==> config.mk <==
export PLATFORM = sky130hd
export DESIGN_NAME = mem_word_access_unit
export DESIGN_NICKNAME = d
export VERILOG_FILES = /design/src/rtl/mem_access_pkg.sv /design/src/rtl/mem_word_access_unit.sv
export SDC_FILE = /design/constraint.sdc
export NUM_CORES = 1
export LEC_CHECK = 0
export BUFFER_PORTS_ARGS = -buffer_cell sky130_fd_sc_hd__buf_2
export CORE_UTILIZATION = 33
export CTS_CLUSTER_DIAMETER = 30
export DETAILED_ROUTE_END_ITERATION = 16
export HOLD_SLACK_MARGIN = 0.1
export SLEW_MARGIN = 40
export SYNTH_ARGS = -nofsm -noshare
export SYNTH_HDL_FRONTEND = slang
export SYNTH_SLANG_ARGS = --single-unit
==> constraint.sdc <==
create_clock -name clk -period 3.73 [get_ports clk]
set_input_delay 0.1865 -clock clk [delete_from_list [all_inputs] [get_ports clk]]
set_output_delay 0.1865 -clock clk [all_outputs]
set_load 0.05 [all_outputs]
==> src/rtl/mem_access_pkg.sv <==
// mem_access_pkg: shared encodings and constants for the word-access unit.
// Rev 1.0
`default_nettype none

package mem_access_pkg;

  localparam int ADDR_W = 16;
  localparam int DATA_W = 8;

  localparam logic CS_SELECT = 1'b0;
  localparam logic CS_IDLE   = 1'b1;
  localparam logic WR_READ   = 1'b0;
  localparam logic WR_WRITE  = 1'b1;

  typedef enum logic [1:0] {
    IDLE = 2'd0,
    LO   = 2'd1,
    HI   = 2'd2,
    RESP = 2'd3
  } state_t;

endpackage

`default_nettype wire

==> src/rtl/mem_word_access_unit.sv <==
// mem_word_access_unit: splits a 16-bit load/store into two byte accesses (A, A+1).
// Build macro MEM_WORD_BIG_ENDIAN_EN selects big-endian byte order. Rev 1.0
`default_nettype none

module mem_word_access_unit
  import mem_access_pkg::*;
#(
  parameter int ADDR_W = mem_access_pkg::ADDR_W,
  parameter int DATA_W = mem_access_pkg::DATA_W
) (
  input  logic                  clk,
  input  logic                  rst,
  input  logic                  req_valid,
  output logic                  req_ready,
  input  logic                  req_write,
  input  logic [ADDR_W-1:0]     req_addr,
  input  logic [2*DATA_W-1:0]   req_wdata,
  output logic                  resp_valid,
  output logic [2*DATA_W-1:0]   resp_rdata,
  output logic                  busy,
  output logic [ADDR_W-1:0]     mem_address,
  output logic [DATA_W-1:0]     mem_data,
  output logic                  mem_wr,
  output logic                  mem_cs,
  input  logic [DATA_W-1:0]     mem_o
);

  localparam int WORD_W = 2 * DATA_W;

`ifdef MEM_WORD_BIG_ENDIAN_EN
  localparam bit BIG_ENDIAN = 1'b1;
`else
  localparam bit BIG_ENDIAN = 1'b0;
`endif

  state_t            state;
  logic [WORD_W-1:0] wdata;
  logic [DATA_W-1:0] first_wbyte;

  // The byte lane that travels on address A depends on the build's byte order.
  assign first_wbyte = BIG_ENDIAN ? req_wdata[WORD_W-1:DATA_W] : req_wdata[DATA_W-1:0];

  always_ff @(posedge clk) begin
    if (rst) begin
      state       <= IDLE;
      req_ready   <= 1'b1;
      busy        <= 1'b0;
      resp_valid  <= 1'b0;
      resp_rdata  <= '0;
      wdata       <= '0;
      mem_cs      <= CS_IDLE;
      mem_wr      <= WR_READ;
      mem_address <= '0;
      mem_data    <= '0;
    end else begin
      case (state)
        IDLE: begin
          resp_valid <= 1'b0;
          if (req_valid && req_ready) begin
            wdata       <= req_wdata;
            mem_address <= req_addr;
            mem_data    <= first_wbyte;
            mem_wr      <= req_write;
            mem_cs      <= CS_SELECT;
            req_ready   <= 1'b0;
            busy        <= 1'b1;
            state       <= LO;
          end
        end
        LO: begin
          if (mem_wr == WR_READ) begin
            if (BIG_ENDIAN) resp_rdata[WORD_W-1:DATA_W] <= mem_o;
            else            resp_rdata[DATA_W-1:0]      <= mem_o;
          end
          // Increment wraps modulo 2^ADDR_W by construction.
          mem_address <= mem_address + ADDR_W'(1);
          mem_data    <= BIG_ENDIAN ? wdata[DATA_W-1:0] : wdata[WORD_W-1:DATA_W];
          state       <= HI;
        end
        HI: begin
          if (mem_wr == WR_READ) begin
            if (BIG_ENDIAN) resp_rdata[DATA_W-1:0]      <= mem_o;
            else            resp_rdata[WORD_W-1:DATA_W] <= mem_o;
          end
          mem_cs     <= CS_IDLE;
          mem_wr     <= WR_READ;
          resp_valid <= 1'b1;
          state      <= RESP;
        end
        RESP: begin
          resp_valid <= 1'b0;
          req_ready  <= 1'b1;
          busy       <= 1'b0;
          state      <= IDLE;
        end
        default: state <= IDLE;
      endcase
    end
  end

endmodule

`default_nettype wire

==> run summary, run 1 <==
Layout Area Growth over Synthesis = 21.37%
Post-synth EDFFs = 0
Count of cell types in the netlist = 40
Highest clock rate = 384.9 MHz
Post-Synthesis Cells = 322
Hold Buf Count CTS = 0
Filler cells = 811
Total power = 2.859 mW
CORE AREA = 0.007687 mm²
Worst path bufs/invs = 1
Detailed Route WL = 6778 µm
Post-synth ARST share = 0%
Area of the multi-input gates = 0.001388 mm²
Drt first pass iters = 4
# IOs = 89
Postcts setup bufs = 0
Tcrit/Tclk final = 69.65%
Post-DP Area = 0.003094 mm²
Setup Skew = 0.01376 ns
Detailed placement HPWL = 4836 µm
Worst EP required = 3.98 ns
Post-DRT Antenna Nets = 0
Die Y = 91.15 µm
Final Worst Setup Slack = 1.132 ns
Via/cell ratio = 4.940
IO Port Bufs = 88
Slew Limit Fails = 0
Top cells by area, synth = dfxtp_1, nand2_1, a21oi_1
Vias in the first global route = 2287
Tot GR Track Use = 16.55%
Setup crit start = state[0]
Flops & latches, synth = 55
Clock sink count = 55
Reg-to-Reg Start = state[0]
Cell count after placement = 491
Leading area contributor after synthesis = dfxtp_1
Drt initial violations = 83
Post-synth top area share = 41.98%
Share of cells above drive strength 1 = 25.94%
CTS Buf Count = 5
Clock-pin slew on the worst setup and hold paths = 0.11 ns
Largest net degree at the start of global routing = 44
CP Launch Type = flop
Sum Neg Setup Slack = 0 ns
DIE AREA = 0.008307 mm²
RSZ-0062 raised after global routing = false
Reg2reg path depth = 6
Leakage power = 1.348 nW
Tmin final = 2.598 ns
Number of diodes = 0
Syn_nets = 373
Total grt overflow = 0
Worst-path cell chain = inv_1 > ha_1 > nand3_1 > nand2_1 > o21ai_0 > a21oi_1
Core Util, Final = 41.41%
Dpl ws = 1.132 ns
Largest driver fanout on the critical path = 25
Final nets = 447
Resize count post-CTS = 0
# DRC = 0
Mean area per synthesized cell = 8.144 µm²
Clock root cell = clkbuf_8
Slew of the pin with the lowest slew margin = 0.7569 ns
Hold WS = 0.1137 ns
Sequential fraction of the synthesis area = 41.98%
Crit. path cell count = 6
Family with the most delay on the worst path = simple AND/OR/NAND/NOR gates
R2r endpoint = mem_address[7]
CTS max path bufs = 2
Initial core utilization = 34.11%
First-pass GRT wire length = 11250 µm
Power density over cell area = 898.3 mW/mm²
Synth warnings = 0
Finished Layout Cells = 499
Slowest cell on crit path = nand2_1
Max-cap violations = 0
Type of the worst setup path = flop to flop
Slew margin rel. = 49.42%
H-tree levels = 2
Register area = 0.001101 mm²
Die extent in x = 91.15 µm
Most used DFF post-synth = dfxtp_1
Outcome = complete, no violations
Final Hold Vio Count = 0
Via count = 2465
Worst EP arrival = 2.85 ns
Worst setup EP type = flop
CTS tree = built
DR WL/cell = 13.58 µm
Worst Hold Class = primary input to flop
End point of the critical path = mem_address[7]
Routability cong. = 0.7594
Slowest stage delay, CP = 0.78 ns
Worst vdd ir = 0.0003372 V
Post-route cell area = 0.003183 mm²
Clk_lat worst skew = 0.31 ns
Synth Cell Area = 0.002623 mm²
Flop-to-flop setup slack = 1.13 ns
Initial antenna violation count = 0
Core Rows = 32
Final setup vio count = 0
## Yosys cell counts, drive strengths merged, types with 2 or more instances
cell    instances
a22oi           4
ha              7
o22ai           8
mux2i          16
o21ai          13
a211oi         11
a21boi          3
nand2          59
nand4           6
nor3b           5
nand2b          4
inv             6
a21oi          40
and3            4
nand3b          2
dfxtp          55
and2            3
a31oi           2
nor2           20
buf             7
and4b           2
nor3            3
clkbuf         16
nor2b           8
and4            3
nand3           9
## power by group
group / switching [mW] / total [mW] / internal (mW)
Clock: 0.204 / 0.340 / 0.136
Combinational: 1.14 / 1.57 / 0.431
Sequential: 0.171 / 0.949 / 0.778
## worst min path at each step
stage / startpoint / endpoint / cells past startpoint
6_report: mem_o[2] / resp_rdata[2] / 3
5_1_grt: req_wdata[14] / wdata[14] / 3
4_1_cts: mem_o[2] / resp_rdata[2] / 3
3_5_place_dp: req_wdata[11] / wdata[11] / 3
3_3_place_gp: req_wdata[11] / wdata[11] / 3
2_1_floorplan: req_wdata[10] / wdata[10] / 2
## per-layer routing
metal / routed length [µm] / GRT usage [%]
met2: 3169 / 27.21
met4: 66 / 3.968
met1: 3146 / 22.18
met3: 395 / 3.350
met5: 0 / 0
## worst register-to-register path, delay by kind of cell, from the launching register on
kind	cells	cell delay (ns)
compound gates	2	0.40
fa+ha+maj	1	0.35
buf+inv	1	0.14
flops	1	0.36
simple gates	2	1.30
## layout make-up
class                           count  area share, %
Clock inverter                      2         0.5110
Tap cell                          102          4.009
Clock buffer                        6          2.280
Inverter                            6         0.7075
Timing Repair Buffer               90          14.31
Multi-Input combinational cell    238          43.59
Sequential cell                    55          34.59
## cells in the final DEF (no fill, tap or decap), drive strengths merged, types with 7 or more instances in the layout
master,synthesis,final
inv,6,7
nand3,9,9
ha,7,7
nor2b,8,8
buf,7,90
nor2,20,20
dfxtp,55,55
nand2,59,59
a21oi,40,40
o21ai,13,13
mux2i,16,16
o22ai,8,8
a211oi,11,11
## registers in the layout (all words and copies together), names as in the netlist
signal and flops:
busy 1, resp_rdata 16, mem_data 8, wdata 8, mem_cs 1, req_ready 1, state 2, resp_valid 1
mem_wr 1, mem_address 16
## cell families (layout without fill, tap and decap cells)
logic type / count (synthesis) / count (layout) / synth area share, %
AND/OR/NAND/NOR: 131 / 131 / 24.62
buffers and inverters: 29 / 104 / 5.105
adder cells (fa/ha/maj): 7 / 7 / 3.340
multiplexers: 16 / 16 / 6.107
AO/OA/AOI/OAI: 84 / 84 / 18.85
flip-flops: 55 / 55 / 41.98
No activity file was read; power rests on OpenSTA's default activity.
==> run 2, diff against run 1 <==
--- a/config.mk
+++ b/config.mk
@@ -5,6 +5,7 @@
 export SDC_FILE = /design/constraint.sdc
 export NUM_CORES = 1
 export LEC_CHECK = 0
+export ABC_AREA = 1
 export BUFFER_PORTS_ARGS = -buffer_cell sky130_fd_sc_hd__buf_2
 export CORE_UTILIZATION = 33
 export CTS_CLUSTER_DIAMETER = 30
==> constraint.sdc (replaced) <==
create_clock -name clk -period 2.39 [get_ports clk]
set_input_delay 0.1195 -clock clk [delete_from_list [all_inputs] [get_ports clk]]
set_output_delay 0.1195 -clock clk [all_outputs]
set_load 0.05 [all_outputs]
==> run summary, run 2 <==
Simple-gate share of the synthesized area = 27.66%
Post-synthesis mux area share = 0%
Die extent in x = 90.31 µm
Most used DFF post-synth = dfxtp_1
Max-cap violations = 0
Detailed Route WL = 7220 µm
Power density over cell area = 1364 mW/mm²
Largest regs = mem_address: 16 flops, resp_rdata: 16 flops
Highest clock rate = 488.5 MHz
Met2 wire length = 3451 µm
Slowest stage delay, CP = 0.65 ns
Setup Skew = 0.01171 ns
Largest family of logic cells by synthesized area = simple AND/OR/NAND/NOR gates
CP most frequent cell = inv_4
Post-route cell area = 0.003433 mm²
Count of cell types in the netlist = 26
Sequential fraction of the synthesis area = 42.78%
Worst vdd ir = 0.0006826 V
Slowest cell on crit path = o21ai_4
Post-DRT Antenna Nets = 0
Total grt overflow = 0
Vias in the first global route = 2626
NetSw = 2.569 mW
Post-synthesis xor/xnor area fraction = 0%
Largest net degree at the start of global routing = 36
Core Rows = 31
Via/cell ratio = 4.810
Drt initial violations = 95
Top cells by area, synth = dfxtp_1, nand2_1, nor2_1
Synth top cells by count = nand2_1, nor2_1, dfxtp_1
Commonest non-fill, non-tap cell in the layout = nand2_1
Initial core utilization = 34.74%
Top-count cell post-synth = nand2_1
Final setup vio count = 0
Mean area per synthesized cell = 6.956 µm²
Tot GR Track Use = 18.09%
CTS Buf Count = 5
Largest driver fanout on the critical path = 35
DIE AREA = 0.008156 mm²
Synth warnings = 0
Type of the worst setup path = flop to flop
Syn_nets = 421
Worst EP arrival = 2.25 ns
Worst Hold Class = primary input to flop
Share of cells above drive strength 1 = 21.46%
Met3 WL post-DR = 370 µm
Post-synth top area share = 42.78%
Detailed placement HPWL = 5112 µm
Post-Synthesis Cells = 370
Resize count post-CTS = 0
DR WL/cell = 12.47 µm
Synth Area in Compound Gates = 19.54%
# IOs = 89
Worst path bufs/invs = 3
Adder-Cell Fraction of Synth Area = 3.403%
Leading area contributor after synthesis = dfxtp_1
Cell count after placement = 545
Clock group share of total power = 11.2%
Slew margin rel. = 46.97%
Cell-internal power = 2.114 mW
Family with the most delay on the worst path = compound AO/OA/AOI/OAI gates
Post-DP Area = 0.003085 mm²
Setup crit start = state[1]
Worst-path cell chain = inv_1 > ha_1 > inv_4 > o21ai_4 > inv_4 > a211oi_1 > nor2_1
CTS tree = built
Sequential group share of total power = 33.3%
Routed met1 length = 3277 µm
Clock sink count = 55
Final Hold Vio Count = 0
Slew of the pin with the lowest slew margin = 0.7924 ns
Initial antenna violation count = 0
Tmin final = 2.047 ns
Finished Layout Cells = 579
Gate power share = 55.5%
Tcrit/Tclk final = 85.65%
Layout Area Growth over Synthesis = 33.40%
Number of diodes = 0
Drt first pass iters = 4
# DRC = 0
Worst hold start = req_addr[1]
Sum Neg Setup Slack = 0 ns
Slew Limit Fails = 0
Die Y = 90.31 µm
Final nets = 530
Via count = 2785
Sw Share = 54.86%
Post-synth ARST share = 0%
IO Port Bufs = 88
CP Launch Type = flop
Worst EP required = 2.60 ns
Outcome = complete, no violations
CORE AREA = 0.007408 mm²
Flops & latches, synth = 55
H-tree levels = 2
Top Layer Used = met4
Routability cong. = 0.8216
Commonest cells after routing, fill and taps aside = nand2_1, buf_2, nor2_1, dfxtp_1, o21ai_0
Leakage power = 1.564 nW
Worst setup EP type = flop
Synth Cell Area = 0.002574 mm²
Clock root cell = clkbuf_8
Reg-to-Reg Start = state[1]
CTS max path bufs = 2
Clk_lat worst skew = 0.31 ns
Clock-pin slew on the worst setup and hold paths = 0.10 ns
Filler cells = 799
First-pass GRT wire length = 12160 µm
Post-synth EDFFs = 0
RSZ-0062 raised after global routing = false
-- run 2: changes by cell type in the layout (fill, tap and decap cells not counted), moves of 10 or more --
| cell | delta |
|---|---|
| a211oi_1 | -10 |
| a21oi_1 | -12 |
| dlygate4sd3_1 | +26 |
| inv_1 | +15 |
| mux2i_1 | -16 |
| nand2_1 | +30 |
| nor2_1 | +48 |
| o21ai_0 | +28 |
-- run 2: stage by stage --
step | total power, mW | utilization (%) | hold slack (ns) | setup slack, ns
finish | 4.683 | 46.34 | 0.1237 | 0.3431
global route | 5.014 | 46.34 | 0.1587 | 0.1024
CTS | 4.720 | 46.34 | 0.1121 | 0.3379
detailed placement | 4.150 | 41.65 | 0.3665 | 0.3604
global placement | 4.116 | 41.65 | 0.3592 | 0.4070
floorplan | 3.551 | - | 0.1886 | 0.6261
-- run 2: per-layer routing --
layer  global-route usage, %  vias to the layer above
li1                        -                     1436
met1                   22.73                     1270
met2                   30.98                       71
met3                   3.956                        8
met4                   5.242                        0
met5                       0                        -
-- run 2: logic make-up after synthesis --
kind of cell / count (synthesis)
compound gates: 90
fa+ha+maj: 7
buf+inv: 39
flops: 55
simple gates: 179
-- run 2: cell type report --
cell class,instances,area [µm²],share of cell area (%)
flip-flops and latches,55,1101,32.07
clock inverters,3,18.77,0.5466
repair buffers,117,723.2,21.06
well taps,99,123.9,3.608
inverters,24,95.09,2.770
multi-input cells,276,1303,37.94
clock buffers,5,68.82,2.004
-- run 2: worst register-to-register path, cell delays in order (launching register included) --
cell	delay [ns]
dfxtp_1	0.34
inv_1	0.13
ha_1	0.24
inv_4	0.10
o21ai_4	0.66
inv_4	0.18
a211oi_1	0.23
nor2_1	0.06
-- run 2: power groups by stage --
stage	Combinational (mW)	Clock, mW	Sequential, mW
after detailed placement	2.57	0	1.58
after global routing	2.82	0.576	1.62
after global placement	2.55	0	1.57
after CTS	2.61	0.548	1.56
final	2.60	0.523	1.56
after floorplan	0.963	0	2.59
-- run 2: what timing repair did --
action / 4_1_cts / 5_1_grt
hold endpoints to repair: 34 / 0
buffers inserted: 0 / 0
hold buffers: 26 / 0
-- run 2: path summary, 6_finish.rpt --
kind | slack (ns) | depth (start not counted) | to
setup / recovery | 0.34 | 7 | mem_address[0]
hold / removal | 0.12 | 3 | mem_address[1]
setup reg to reg | 0.34 | 7 | mem_address[0]
hold reg to reg | 0.45 | 2 | resp_valid
